$ cat config.mk
export PLATFORM = sky130hd
export DESIGN_NAME = banner_sequencer
export DESIGN_NICKNAME = d
export VERILOG_FILES = /design/src/rtl/banner_sequencer.sv
export SDC_FILE = /design/constraint.sdc
export NUM_CORES = 1
export LEC_CHECK = 0
export ABC_AREA = 1
export CAP_MARGIN = 10
export CORE_MARGIN = 4
export CORE_UTILIZATION = 44
export CTS_CLUSTER_DIAMETER = 120
export DETAILED_ROUTE_END_ITERATION = 10
export HOLD_SLACK_MARGIN = 0.15
export PLACE_DENSITY = 0.82
export SLEW_MARGIN = 10
export SYNTH_ARGS = -nofsm -noshare
export SYNTH_HDL_FRONTEND = slang
export SYNTH_SLANG_ARGS = --single-unit
$ cat constraint.sdc
create_clock -name Clk -period 1.5 [get_ports Clk]
set_input_delay 0.375 -clock Clk [delete_from_list [all_inputs] [get_ports Clk]]
set_output_delay 0.375 -clock Clk [all_outputs]
set_load 0.03 [all_outputs]
$ cat src/rtl/banner_sequencer.sv
// Round banner sequencer: FIGHT! -> play -> VICTORY!/DEFEAT! with blink, gating the
// word generators and muxing the selected glyph index/hit flag toward the font path.
module banner_sequencer #(
  parameter int unsigned FIGHT_FRAMES = 120,
  parameter int unsigned RESULT_MIN   = 60,
  parameter int unsigned BLINK_ON     = 20,
  parameter int unsigned BLINK_OFF    = 10
) (
  input  logic       Clk,
  input  logic       Reset,
  input  logic       VGA_VS,
  input  logic       round_start,
  input  logic       p1_dead,
  input  logic       p2_dead,
  input  logic       cont,
  input  logic [9:0] fight_n,
  input  logic       fight_is_word,
  input  logic [9:0] vict_n,
  input  logic       vict_is_word,
  input  logic [9:0] defeat_n,
  input  logic       defeat_is_word,
  output logic       fight_active,
  output logic       vict_active,
  output logic       defeat_active,
  output logic       frozen,
  output logic [9:0] word_n,
  output logic       is_word,
  output logic       round_done
);

  typedef enum logic [1:0] {IDLE, FIGHT, PLAY, RESULT} state_e;

  localparam logic [9:0] FIGHT_LAST = 10'(FIGHT_FRAMES - 1);
  localparam logic [9:0] RESULT_END = 10'(RESULT_MIN);
  localparam logic [9:0] BLINK_LAST = 10'(BLINK_ON + BLINK_OFF - 1);
  localparam logic [9:0] BLINK_VIS  = 10'(BLINK_ON);

  state_e     state_q, state_d;
  logic [9:0] frame_q, frame_d;
  logic [9:0] blink_q, blink_d;
  logic       win_q, win_d;
  logic       done_d;
  logic       vs_q;
  logic       tick;

  logic       fight_active_q, vict_active_q, defeat_active_q;
  logic       frozen_q, round_done_q, is_word_q;
  logic [9:0] word_n_q;

  assign tick = !vs_q && VGA_VS;

  // NOTE: every signal gets a default before the case so no path leaves it
  // unassigned; otherwise synthesis infers a latch to hold the old value.
  always_comb begin
    state_d = state_q;
    frame_d = frame_q;
    blink_d = blink_q;
    win_d   = win_q;
    done_d  = 1'b0;
    unique case (state_q)
      IDLE: begin
        if (round_start) begin
          state_d = FIGHT;
          frame_d = '0;
        end
      end
      FIGHT: begin
        if (tick) begin
          frame_d = frame_q + 10'd1;
          if (frame_q == FIGHT_LAST) state_d = PLAY;
        end
      end
      PLAY: begin
        // Player 1 dying takes precedence, so a double KO is a defeat.
        if (p1_dead || p2_dead) begin
          state_d = RESULT;
          win_d   = !p1_dead;
          frame_d = '0;
          blink_d = '0;
        end
      end
      RESULT: begin
        if (tick) begin
          blink_d = (blink_q == BLINK_LAST) ? 10'd0 : blink_q + 10'd1;
          if (frame_q != RESULT_END) frame_d = frame_q + 10'd1;
        end
        if (cont && frame_q == RESULT_END) begin
          state_d = IDLE;
          done_d  = 1'b1;
        end
      end
      default: state_d = IDLE;
    endcase
  end

  // NOTE: sequential state uses non-blocking assignments so every register
  // samples the pre-edge values, independent of statement order.
  always_ff @(posedge Clk) begin
    if (Reset) begin
      state_q         <= IDLE;
      frame_q         <= '0;
      blink_q         <= '0;
      win_q           <= 1'b0;
      vs_q            <= 1'b1;
      fight_active_q  <= 1'b0;
      vict_active_q   <= 1'b0;
      defeat_active_q <= 1'b0;
      frozen_q        <= 1'b1;
      round_done_q    <= 1'b0;
      word_n_q        <= '0;
      is_word_q       <= 1'b0;
    end else begin
      state_q         <= state_d;
      frame_q         <= frame_d;
      blink_q         <= blink_d;
      win_q           <= win_d;
      vs_q            <= VGA_VS;
      fight_active_q  <= (state_d == FIGHT);
      vict_active_q   <= (state_d == RESULT) && win_d && (blink_d < BLINK_VIS);
      defeat_active_q <= (state_d == RESULT) && !win_d && (blink_d < BLINK_VIS);
      frozen_q        <= (state_d != PLAY);
      round_done_q    <= done_d;
      // Mux follows the enables already presented to the generators.
      if (fight_active_q) begin
        word_n_q  <= fight_n;
        is_word_q <= fight_is_word;
      end else if (vict_active_q) begin
        word_n_q  <= vict_n;
        is_word_q <= vict_is_word;
      end else if (defeat_active_q) begin
        word_n_q  <= defeat_n;
        is_word_q <= defeat_is_word;
      end else begin
        word_n_q  <= '0;
        is_word_q <= 1'b0;
      end
    end
  end

  assign fight_active  = fight_active_q;
  assign vict_active   = vict_active_q;
  assign defeat_active = defeat_active_q;
  assign frozen        = frozen_q;
  assign round_done    = round_done_q;
  assign word_n        = word_n_q;
  assign is_word       = is_word_q;

endmodule

==> impl_results.md <==
- Commonest non-fill, non-tap cells in the layout: nand2_1 (61), buf_4 (51), clkdlybuf4s50_1 (35)
- First-pass GRT wire length: 10100 microns
- Post-synthesis cell type count: 38
- Initial antenna violation count: 0
- # Max-Cap Violations: 0
- Internal power: 1.81 mW
- Slew @ Worst Pin: 0.465 ns
- Critical Path RT: 1.71 ns
- Met3 routed WL: 504 microns
- CTS tree: done
- Final Hold Fails: 0
- Proportion of power drawn by flip-flops and latches: 0.454
- F_max: 0.637 GHz
- Area growth, synth to finish: 61.3%
- Via count: 2578
- Post-Synthesis Net Count: 360
- Largest net degree at the start of global routing: 13
- Syn Inst Count: 316
- Slowest CP cell: clkdlybuf4s15_1
- Gpl congestion: 0.860
- Starting density of the core: 0.457
- WL final: 7200 microns
- Total die area: 0.00617 sq mm
- DR pass1 iterations: 5
- Top Layer Used: met4
- Drt initial violations: 152
- Max Slew Vio Count: 0
- Met2 wire length: 3530 microns
- Clk_skew: 0.00943 ns
- Failing checks: negative setup slack
- Num CTS Buffers: 5
- Critical Path End Type: flip-flop
- NumNets Final: 467
- Vias per cell: 5.25
- H-tree lvl count: 2
- Leakage dissipation: 1.50 nW
- Maximum vdd drop: 0.486 mV
- Setup CP Type: in -> reg
- Relative slew slack: 0.688
- Final period utilization: 1.05
- Cell Pwr Density: 686 mW/mm^2
- Cell area after layout: 0.00353 sq mm
- Vias in the first global route: 2273
- Syn. warnings: 0
- Total gr overflow: 0
- Drt drc: 0
- Outcome: finished with violations
- Commonest non-fill, non-tap cell in the layout: nand2_1
- PortBufs: 55
- RSZ-0062 raised after global routing: yes
- Clock slew at reported path FFs: 0.07 ns
- Max Buffers Root-to-Sink: 2
- Synthesized area: 0.00219 sq mm
- Switching share of power: 0.254
- Wl on met1: 2980 microns
- Avg Synthesized Cell Area: 6.93 sq um
- Dpl hpwl: 4590 microns
- Register area share after synthesis: 0.366
- WP data arrival: 1.78 ns
- Post-route ant nets: 0
- Tmin final: 1.57 ns
- #FFs+latches synth: 40
- Most used cell, CP: nand2_4
- Ports: 56
- Crit-path cells: clkdlybuf4s15_1 > nand2_4 > inv_4 > nor2_4 > nor3_4 > buf_6 > nand2_4 > inv_2 > nand4_1 > a21oi_1
- Layout cells sized above 1: 0.337
- Core area: 0.00479 sq mm
- Die extent in x: 78.5 microns
- Synth top area share: 0.366
- Comb pwr share: 0.183
- Root buffer cell: clkbuf_8
- CP startpoint kind: input port
- Clock latency on the worst-skew pair: 0.30 ns
- Die height: 78.5 microns
- Rows: 25
- Crit-path max cell delay: 0.30 ns
- Antenna diodes: 0
- GRT Util Overall: 0.205
- Post-route setup TNS: -0.252 ns
- Max FO, Critical Path: 5
- Switch Pwr: 0.614 mW
- Final worst slack: -0.0691 ns
- Hold Path Class: reg -> reg
- Setup violators final: 6
- Area after DPL: 0.00305 sq mm
- Clk pwr share: 0.364
- Largest area contributor in the netlist: dfxtp_1
- CTS Sinks: 40
- Area contributors post-synth: dfxtp_1 (37%), nand2_1 (12%), a21oi_1 (8.5%)
- Wire length per cell: 14.7 microns
[layout make-up]
class                      count  area, sq um
clock buffer                   6         72.6
clock inverter                 2         35.0
fill                         348         1250
inverter                      41          164
multi-input combinational    226         1390
sequential                    40          823
tap                           67         83.8
timing repair buffer         109          958
[path summary, 6_finish.rpt]
check                           startpoint    endpoint  slack (ns)  depth (start not counted)
worst min register to register  frame_q[8]  frame_q[8]        0.49                          2
worst max register to register        vs_q  frame_q[7]       -0.07                         10
worst min-delay path            frame_q[8]  frame_q[8]        0.49                          2
worst max-delay path                VGA_VS  frame_q[7]       -0.07                         10
[registers in the layout (all words and copies together), names as in the netlist, 2 cells and up]
register  count
blink_q      10
frame_q      10
state_q       2
word_n       10
[critical path, delay by kind of cell]
family	cells	cell delay [ns]
buffers and inverters	4	0.61
and+or+nand+nor	5	0.60
AOI/OAI and AO/OA	1	0.19
[cells in the mapped netlist]
library cell	number
xor2_1	1
o21ai_0	14
clkbuf_1	7
nor3_2	1
inv_2	6
o21ai_1	2
ha_1	4
or2_2	2
nand3b_1	1
nand2_4	1
nor2_4	3
nand4_4	1
nor3_1	4
dfxtp_1	40
nor3b_1	1
nor2_1	30
a211oi_1	1
xnor2_1	1
nor2_2	3
nor3_4	1
nand3_2	2
nor4_4	1
nand3_1	23
a31oi_1	1
nor2_8	1
inv_1	33
buf_6	1
o21bai_1	1
a21oi_2	2
clkinv_1	1
clkinv_2	1
nand2_1	70
nand4_1	13
buf_4	1
nand2_2	2
o22ai_1	1
a21oi_1	37
buf_2	1
[routing by layer]
layer	global-route usage	vias up
met2	0.347	132
li1	-	1250
met5	0	-
met1	0.243	1174
met3	0.0596	22
met4	0.0822	0
[logic make-up (layout without fill, tap and decap cells)]
| logic type | after synthesis | count (layout) | share of synthesized area |
|---|---|---|---|
| flip-flops | 40 | 40 | 0.366 |
| XOR/XNOR | 2 | 2 | 0.00801 |
| AO/OA/AOI/OAI | 59 | 59 | 0.142 |
| AND/OR/NAND/NOR | 160 | 161 | 0.368 |
| buffers and inverters | 51 | 158 | 0.0938 |
| adder cells (fa/ha/maj) | 4 | 4 | 0.0229 |
[what timing repair did]
item	4_1_cts	5_1_grt
resized for setup	42	60
endpoints found under the hold margin	0	0
cloned	1	0
buffers inserted	6	10
endpoints found under the setup margin	30	17
hold buffers	0	0
pin swaps	11	24
[power groups by stage]
stage	clock [mW]	sequential, mW	combinational [mW]
4_1_cts	0.909	1.10	0.377
6_report	0.881	1.10	0.443
3_3_place_gp	0	1.12	0.359
5_1_grt	0.953	1.10	0.475
2_1_floorplan	0	1.16	0.126
3_5_place_dp	0	1.13	0.366
[through the flow]
stage                     total power, mW   util  cells  hold slack (ns)  worst slack [ns]
after floorplan                      1.29      -    316            0.452            0.0145
after global placement               1.48  0.638    466            0.475            -0.440
after detailed placement             1.49  0.638    466            0.475            -0.498
after CTS                            2.39  0.678    481            0.487           0.00291
after global routing                 2.53  0.738    491            0.508            -0.191
final                                2.42  0.738    491            0.487           -0.0691
Power figures use the tool's default switching activity.
